## src/rtl/addsub_arbiter.sv

```systemverilog
// Round-robin arbiter sharing one saturating add/sub unit among NUM_REQ requesters.
// Optional macro ADDSUB_ARB_FLAGS_EN adds registered negative/zero flags (rsp_n, rsp_z).
module addsub_arbiter #(
    parameter int NUM_REQ = 4,
    parameter int ID_W    = 2
) (
    input  logic                    clk,
    input  logic                    rst,
    input  logic [NUM_REQ-1:0]      req_valid,
    output logic [NUM_REQ-1:0]      req_ready,
    input  logic [16*NUM_REQ-1:0]   req_a,
    input  logic [16*NUM_REQ-1:0]   req_b,
    input  logic [NUM_REQ-1:0]      req_sub,
    output logic                    rsp_valid,
    input  logic                    rsp_ready,
    output logic [ID_W-1:0]         rsp_id,
    output logic [15:0]             rsp_sum,
`ifdef ADDSUB_ARB_FLAGS_EN
    output logic                    rsp_n,
    output logic                    rsp_z,
`endif
    output logic [15:0]             alu_a,
    output logic [15:0]             alu_b,
    output logic                    alu_sub,
    input  logic [15:0]             alu_sum
);

    typedef enum logic [1:0] {
        IDLE = 2'd0,
        BUSY = 2'd1,
        DONE = 2'd2
    } state_t;

    state_t state, state_nxt;

    // last_grant doubles as the id register: it always holds the owner of the in-flight op.
    logic [ID_W-1:0]    last_grant;
    logic               grant_found;
    logic [ID_W-1:0]    grant_idx;
    logic [NUM_REQ-1:0] grant_oh;
    logic [15:0]        sel_a;
    logic [15:0]        sel_b;
    logic               sel_sub;

    // Round-robin scan starting just after the last granted requester.
    always_comb begin
        // NOTE: every always_comb target gets a default first so no path leaves it unassigned (no latch).
        grant_found = 1'b0;
        grant_idx   = '0;
        grant_oh    = '0;
        sel_a       = '0;
        sel_b       = '0;
        sel_sub     = 1'b0;
        for (int k = 1; k <= NUM_REQ; k++) begin
            for (int i = 0; i < NUM_REQ; i++) begin
                if (!grant_found && req_valid[i] && (i == (int'(last_grant) + k) % NUM_REQ)) begin
                    grant_found = 1'b1;
                    grant_idx   = ID_W'(i);
                    grant_oh[i] = 1'b1;
                    sel_a       = req_a[16*i +: 16];
                    sel_b       = req_b[16*i +: 16];
                    sel_sub     = req_sub[i];
                end
            end
        end
    end

    always_ff @(posedge clk) begin
        // NOTE: sequential state uses non-blocking assignments so every register samples pre-edge values.
        if (rst) state <= IDLE;
        else     state <= state_nxt;
    end

    always_comb begin
        state_nxt = state;
        case (state)
            IDLE:    if (grant_found) state_nxt = BUSY;
            BUSY:    state_nxt = DONE;
            DONE:    if (rsp_ready) state_nxt = IDLE;
            default: state_nxt = IDLE;
        endcase
    end

    always_comb begin
        req_ready = (state == IDLE) ? grant_oh : '0;
        rsp_valid = (state == DONE);
    end

    always_ff @(posedge clk) begin
        if (rst) begin
            last_grant <= ID_W'(NUM_REQ - 1);
            alu_a      <= '0;
            alu_b      <= '0;
            alu_sub    <= 1'b0;
            rsp_id     <= '0;
            rsp_sum    <= '0;
`ifdef ADDSUB_ARB_FLAGS_EN
            rsp_n      <= 1'b0;
            rsp_z      <= 1'b0;
`endif
        end else begin
            if (state == IDLE && grant_found) begin
                last_grant <= grant_idx;
                alu_a      <= sel_a;
                alu_b      <= sel_b;
                alu_sub    <= sel_sub;
            end
            if (state == BUSY) begin
                rsp_sum <= alu_sum;
                rsp_id  <= last_grant;
`ifdef ADDSUB_ARB_FLAGS_EN
                rsp_n   <= alu_sum[15];
                rsp_z   <= (alu_sum == 16'h0000);
`endif
            end
        end
    end

endmodule

```

## config.mk

```make
export PLATFORM = sky130hd
export DESIGN_NAME = addsub_arbiter
export DESIGN_NICKNAME = d
export VERILOG_FILES = /design/src/rtl/addsub_arbiter.sv
export SDC_FILE = /design/constraint.sdc
export NUM_CORES = 1
export LEC_CHECK = 0
export ABC_AREA = 0
export BUFFER_PORTS_ARGS = -buffer_cell sky130_fd_sc_hd__buf_2
export CAP_MARGIN = 20
export CORE_UTILIZATION = 25
export DETAILED_ROUTE_END_ITERATION = 16
export GPL_TIMING_DRIVEN = 1
export SLEW_MARGIN = 0
export SYNTH_ARGS = -nofsm -noshare
export SYNTH_HDL_FRONTEND = slang
export SYNTH_SLANG_ARGS = --single-unit
export TNS_END_PERCENT = 10
```

## constraint.sdc

```tcl
create_clock -name clk -period 1.8 [get_ports clk]
set_input_delay 0.09 -clock clk [delete_from_list [all_inputs] [get_ports clk]]
set_output_delay 0.09 -clock clk [all_outputs]
set_load 0.1 [all_outputs]
```

==> run_results.csv, run 1 <==
group,metric,value,unit
power_and_ir_drop,power_density,734,mW/mm^2
finish,areaGrowthSynthToFinish,48.5,%
yosys,yosysTopAreaCell,"dfxtp_1",
floorplanning,std_cell_rows,57,
clock_tree,cts_buffers,5,
setup_path,critical_path_arrival,2.26,ns
sta,max_clock_freq,0.490,GHz
yosys,synthesis.area,0.00620,sq mm
yosys,ys_seq_area_share,17.8,%
placement,dpl.hpwl,22700,um
yosys,ys_ff_latch,55,
clock_tree,cts_buffer_depth,2,
detailed_routing,post_drt_wl_per_cell,20.9,um
global_routing,antenna_found_initial,6,
sta,hold_viol,0,
floorplanning,dieHeight,160,um
yosys,netlist.area_leader.share,17.8,%
clock_tree,clk_pin_slew,0.09,ns
detailed_routing,viasPerCell,5.99,
setup_path,r2r_end,"alu_b[7]",
yosys,synth.net_count,1021,
clock_tree,root_buffer,"clkbuf_16",
global_routing,met3_usage,4.85,%
placement,post-place-ws,-0.198,ns
power_and_ir_drop,ir_drop,421,uV
sta,slew_headroom,65.0,%
floorplanning,dieArea,0.0254,sq mm
yosys,synth_edf_count,0,
sta,worst_pin_slew,0.524,ns
min_path,hold_end,"rsp_sum[9]",
global_routing,grt_usage,23.6,%
global_routing,grtUsageMet1,31.3,%
clock_tree,clk_latency,0.32,ns
yosys,synthArstFlopShare,0,%
detailed_routing,drcViolationCount,0,
sta,final-setup-viol-count,36,
floorplanning,die_x,160,um
global_routing,busiest_layer,"met2",
setup_path,critPathKind,"flop to flop",
yosys,syn_area_per_cell,7.16,sq um
setup_path,required,2.02,ns
yosys,synth_area_leaders,"dfxtp_1 (18%), nand2_1 (6.4%), a222oi_1 (5.3%), o21ai_0 (4.0%), a221oi_1 (4.0%)",
status,status,"finished, violations left",
setup_path,worstReg2RegStart,"last_grant[0]",
floorplanning,io_pins,211,
setup_path,critical-path-max-stage-delay,0.38,ns
yosys,yosysWarnings,0,
setup_path,ff2ff_path_depth,9,
power_and_ir_drop,p_leak,3.98,nW
setup_path,cp_common_cell,"buf_12",
floorplanning,fp.coreArea,0.0243,sq mm
global_routing,grtUsageMet2,38.1,%
clock_tree,cts_sinks,55,
sta,slew_violations,0,
yosys,synth_cell_types,67,
sta,setup_slack,-0.240,ns
setup_path,cp_slowest_cell,"dfxtp_4",
yosys,synth_commonest_cells,"nand2_1 (105), dfxtp_1 (55), clkbuf_1 (50)",
detailed_routing,postRouteAntennaNets,0,
setup_path,crit_fanout,7,
sta,post-route-period-util,113,%
finish,drive_gt1_share,37.3,%
min_path,hold_start,"alu_sum[9]",
finish,n_fill_cell,2543,
sta,fin_worst_skew,0.0131,ns
min_path,hold_depth,3,
global_routing,grt-ovfl-total,0,
detailed_routing,vias,8855,
global_routing,grt_first_pass_wirelength,48100,um
sta,rsz0062_at_grt,"true",
finish,stdcell_area,0.00921,sq mm
placement,gp_congestion,0.931,
job,max_cap_violations,0,
min_path,hold_class,"primary input to flop",
clock_tree,cts_tree,"yes",
detailed_routing,drt-pass1-iter-count,6,
placement,portBuffers,210,
setup_path,crit_chain,"buf_6, and3b_1, o21a_2, buf_12, buf_12, a222oi_1, nor2b_2, o211a_1, o21ai_1",
detailed_routing,drt-total-wl,31000,um
status,violations,"setup timing",
floorplanning,start_util,25.5,%
setup_path,critPathLaunchType,"flop",
sta,finalCriticalPeriod,2.04,ns
finish,final_nets,1304,
global_routing,grt_pass1_vias,8332,
global_routing,grt_max_degree,26,
yosys,yosysMostFrequentCell,"nand2_1",
setup_path,cp-end-kind,"flop",
detailed_routing,drtIter0Drc,1077,
clock_tree,h-tree-depth,2,
placement,placed_cell_area,0.00869,sq mm
yosys,synthFlopType,"dfxtp_1",
yosys,syn_inst,866,
setup_path,regToRegSetupSlack,-0.24,ns
==> critical path, delay by kind of cell (launching register included) <==
kind                   cells  cell delay, ns
AO/OA/AOI/OAI              4            0.76
flip-flops                 1            0.38
buffers and inverters      3            0.40
AND/OR/NAND/NOR            2            0.38
==> layout by cell type, fill, tap and decap left out, types with 18 or more instances in the layout <==
| cell type | count |
|---|---|
| nor2_1 | 36 |
| a31oi_1 | 23 |
| dfxtp_1 | 53 |
| buf_4 | 127 |
| a21oi_1 | 46 |
| buf_12 | 26 |
| nand2_1 | 104 |
| buf_2 | 206 |
| o21ai_1 | 40 |
| o22ai_1 | 20 |
| o21ai_0 | 47 |
| o22a_1 | 28 |
| a221oi_1 | 27 |
| o221ai_1 | 26 |
| a222oi_1 | 33 |
| nand3b_1 | 18 |
==> state kept, by name (all words and copies together), names as in the netlist <==
register	cells
alu_a	16
alu_b	16
alu_sub	1
last_grant	2
rsp_id	2
rsp_sum	16
state	2
==> final cells by class <==
type                            instances  area, sq um  area share (%)
Tap cell                              324          405            4.40
Timing Repair Buffer                  375         2700            29.3
Clock buffer                            7          153            1.66
Multi-Input combinational cell        701         4790            52.0
Sequential cell                        55         1110            12.0
Antenna cell                            5         12.5           0.136
Clock inverter                          1         7.51          0.0815
Inverter                               11         41.3           0.448
==> report_power, final <==
part / leakage [nW] / total [W] / internal [W] / switching [W]
registers: 0.453 / 0.00152 / 0.00139 / 0.000124
clock network: 0.0762 / 0.00116 / 0.000597 / 0.000561
logic: 3.45 / 0.00408 / 0.00139 / 0.00270
==> what timing repair did <==
action,CTS,global route
gates cloned,0,1
resized for setup,28,15
setup buffers,15,1
setup endpoints to repair,37,36
hold buffers,5,0
pin swaps,10,15
endpoints found under the hold margin,5,0
==> metal layers <==
metal / part of all wire [%] / vias to the layer above / routed length [um]
met5: 0.10 / - / 32
met1: 41 / 4150 / 12600
met3: 11 / 71 / 3390
met2: 46 / 601 / 14300
li1: - / 4027 / -
met4: 2.1 / 6 / 653
==> stage by stage <==
stage	TNS (ns)	util (%)	hold slack, ns	cells	total power, W
3_5_place_dp	-5.20	35.7	0.335	1445	0.00543
4_1_cts	-5.60	37.4	0.000575	1472	0.00672
2_1_floorplan	-1.35	-	0.226	866	0.00421
3_3_place_gp	-4.61	35.7	0.330	1445	0.00540
6_report	-6.15	37.9	0.00865	1479	0.00676
5_1_grt	-9.17	37.8	0.00597	1475	0.00707
==> how the worst max path moves through the flow <==
| stage | cells past startpoint | endpoint | slack, ns | start |
|---|---|---|---|---|
| 3_3_place_gp | 7 | alu_a[4] | -0.22 | last_grant[0] |
| 6_report | 9 | alu_b[7] | -0.24 | last_grant[0] |
| 2_1_floorplan | 6 | req_ready[1] | -0.13 | last_grant[0] |
| 5_1_grt | 9 | alu_a[0] | -0.34 | last_grant[0] |
| 4_1_cts | 5 | req_ready[2] | -0.22 | last_grant[0] |
| 3_5_place_dp | 6 | alu_a[8] | -0.20 | last_grant[1] |
==> kinds of logic after synthesis <==
group | synth area share, %
buf+inv | 7.83
flops | 17.8
mux | 0.161
simple gates | 23.9
compound gates | 50.4
No activity file was read; power rests on OpenSTA's default activity.
==> run 2, diff against run 1 <==
- CORE_UTILIZATION: 25 -> 47
- PLACE_DENSITY_LB_ADDON: unset -> 0.25
==> run_results.csv, run 2 (synthesized netlist as in run 1, its figures left out) <==
group,metric,value,unit
status,status,"finished, violations left",
clock_tree,h-tree-depth,2,
setup_path,critical_path_arrival,2.24,ns
clock_tree,cts_buffers,5,
clock_tree,cts_buffer_depth,2,
min_path,hold_class,"primary input to flop",
global_routing,grt_first_pass_wirelength,41600,um
finish,mostFrequentLayoutCells,"buf_2 (206), buf_4 (105), nand2_1 (104)",
floorplanning,io_pins,211,
placement,gp_congestion,0.966,
sta,post-route-period-util,113,%
detailed_routing,drcViolationCount,0,
power_and_ir_drop,ir_drop,472,uV
global_routing,busiest_layer,"met2",
power_and_ir_drop,combPwrFrac,60.3,%
detailed_routing,vias,8778,
clock_tree,root_buffer,"clkbuf_16",
detailed_routing,post_drt_wl_per_cell,20.8,um
placement,dpl.hpwl,19000,um
setup_path,cp_slowest_cell,"dfxtp_4",
placement,post-place-ws,-0.201,ns
floorplanning,dieArea,0.0137,sq mm
clock_tree,clk_latency,0.31,ns
setup_path,crit_fanout,7,
global_routing,grt_pass1_vias,8170,
setup_path,crit_family,"compound AO/OA/AOI/OAI gates",
setup_path,critPathLaunchType,"flop",
floorplanning,dieHeight,117,um
floorplanning,start_util,48.8,%
setup_path,cp_num_buf_inv,4,
detailed_routing,postRouteAntennaNets,0,
sta,worst_pin_slew,0.482,ns
detailed_routing,drt-total-wl,26800,um
sta,setup_slack,-0.242,ns
global_routing,grtUsageMet2,63.3,%
finish,n_fill_cell,1143,
setup_path,cp_common_cell,"buf_6",
finish,final_util,68.0,%
global_routing,antenna_found_initial,0,
global_routing,grt-ovfl-total,0,
sta,finalCriticalPeriod,2.04,ns
sta,max_clock_freq,0.490,GHz
detailed_routing,drtIter0Drc,1423,
finish,seq_area,0.00111,sq mm
job,max_cap_violations,0,
detailed_routing,viasPerCell,6.80,
sta,hold_viol,0,
status,violations,"setup timing",
clock_tree,cts_tree,"yes",
detailed_routing,drt-pass1-iter-count,9,
power_and_ir_drop,clkPwrFrac,16.7,%
clock_tree,clk_pin_slew,0.09,ns
floorplanning,die_x,117,um
sta,final-setup-viol-count,37,
setup_path,crit_chain,"buf_6, and3b_1, o21a_2, buf_4, buf_6, buf_6, a222oi_1, nor2b_2, o211a_1, o21ai_1",
finish,drive_gt1_share,35.9,%
placement,placed_cells,1268,
finish,top_regs,"alu_a x16, alu_b x16, rsp_sum x16",
finish,final_cells,1290,
global_routing,grt_max_degree,35,
global_routing,grt_usage,38.8,%
power_and_ir_drop,p_sw,0.00333,W
finish,antennaDiodeCount,0,
finish,mostFrequentLayoutCell,"buf_2",
finish,final_nets,1272,
finish,multi_input_area,0.00479,sq mm
setup_path,critical-path-max-stage-delay,0.38,ns
sta,fin_worst_skew,0.0130,ns
setup_path,cp-end-kind,"flop",
setup_path,critPathKind,"flop to flop",
power_and_ir_drop,internal_power,0.00324,W
power_and_ir_drop,power_density,758,mW/mm^2
finish,areaGrowthSynthToFinish,39.6,%
clock_tree,cts_sinks,55,
power_and_ir_drop,seq_power_share,23.0,%
sta,slew_violations,0,
floorplanning,std_cell_rows,41,
global_routing,met3_usage,8.70,%
power_and_ir_drop,p_leak,3.79,nW
floorplanning,fp.coreArea,0.0127,sq mm
setup_path,required,2.00,ns
sta,rsz0062_at_grt,"true",
sta,slew_headroom,67.0,%
placement,portBuffers,210,
global_routing,grtUsageMet1,47.8,%
power_and_ir_drop,p_sw_share,50.7,%
==> run 2: cell count changes in the layout (fill, tap and decap cells not counted), moves of 2 or more <==
| cell | delta |
|---|---|
| o22ai_1 | -2 |
| buf_12 | -9 |
| clkbuf_8 | -2 |
| nor2b_2 | -2 |
| nor2b_1 | +2 |
| buf_4 | -22 |
| and2_4 | +2 |
| dlygate4sd3_1 | -5 |
| diode_2 | -5 |
| buf_6 | +4 |
| o22ai_2 | +2 |
==> run 2: path summary, 6_finish.rpt <==
check	slack, ns	from	endpoint	depth (start not counted)
max	-0.24	last_grant[1]	alu_b[12]	10
min	0.02	alu_sum[5]	rsp_sum[5]	3
max reg2reg	-0.24	last_grant[1]	alu_b[12]	10
min reg2reg	0.45	alu_b[14]	alu_b[14]	2
==> run 2: through the flow <==
step / setup TNS (ns) / hold slack (ns) / cell area (sq um) / total power (W)
floorplan: -1.35 / 0.226 / 6250 / 0.00421
global placement: -2.46 / 0.333 / 8210 / 0.00527
detailed placement: -4.30 / 0.338 / 8210 / 0.00530
CTS: -4.25 / 0.0130 / 8570 / 0.00649
global route: -8.66 / 0.0211 / 8660 / 0.00688
finish: -5.63 / 0.0161 / 8660 / 0.00656
==> run 2: area by class of cell <==
cell class	count	share of cell area, %
inverter	11	0.477
clock buffer	5	1.45
timing repair buffer	343	27.1
clock inverter	3	0.318
sequential	55	12.8
multi-input combinational	701	55.4
tap	172	2.49
==> run 2: timing repair <==
item                                   CTS  global route
hold buffers                             0             0
endpoints found under the hold margin    0             0
buffers inserted                        12             1
pin swaps                               15            12
setup endpoints to repair               37            37
gates resized for setup                 40            10
gates cloned                             0             1
==> run 2: tightest hold or removal path: stages <==
cell	delay, ns
buf_2	0.09
nand2_1	0.04
a21oi_1	0.05
==> run 2: power groups by stage <==
stage	registers, W	clock network (W)	logic, W
after floorplan	0.00267	0	0.00154
after global placement	0.00153	0	0.00373
after detailed placement	0.00154	0	0.00376
after CTS	0.00151	0.00111	0.00387
after global routing	0.00154	0.00116	0.00418
final	0.00151	0.00110	0.00396
==> run 2: layer usage <==
layer	vias to the layer above	wire length, um	part of all wire, %
met5	-	0	0
met3	99	3320	12
met4	0	1040	3.9
li1	3951	-	-
met2	740	12400	46
met1	3988	10000	37
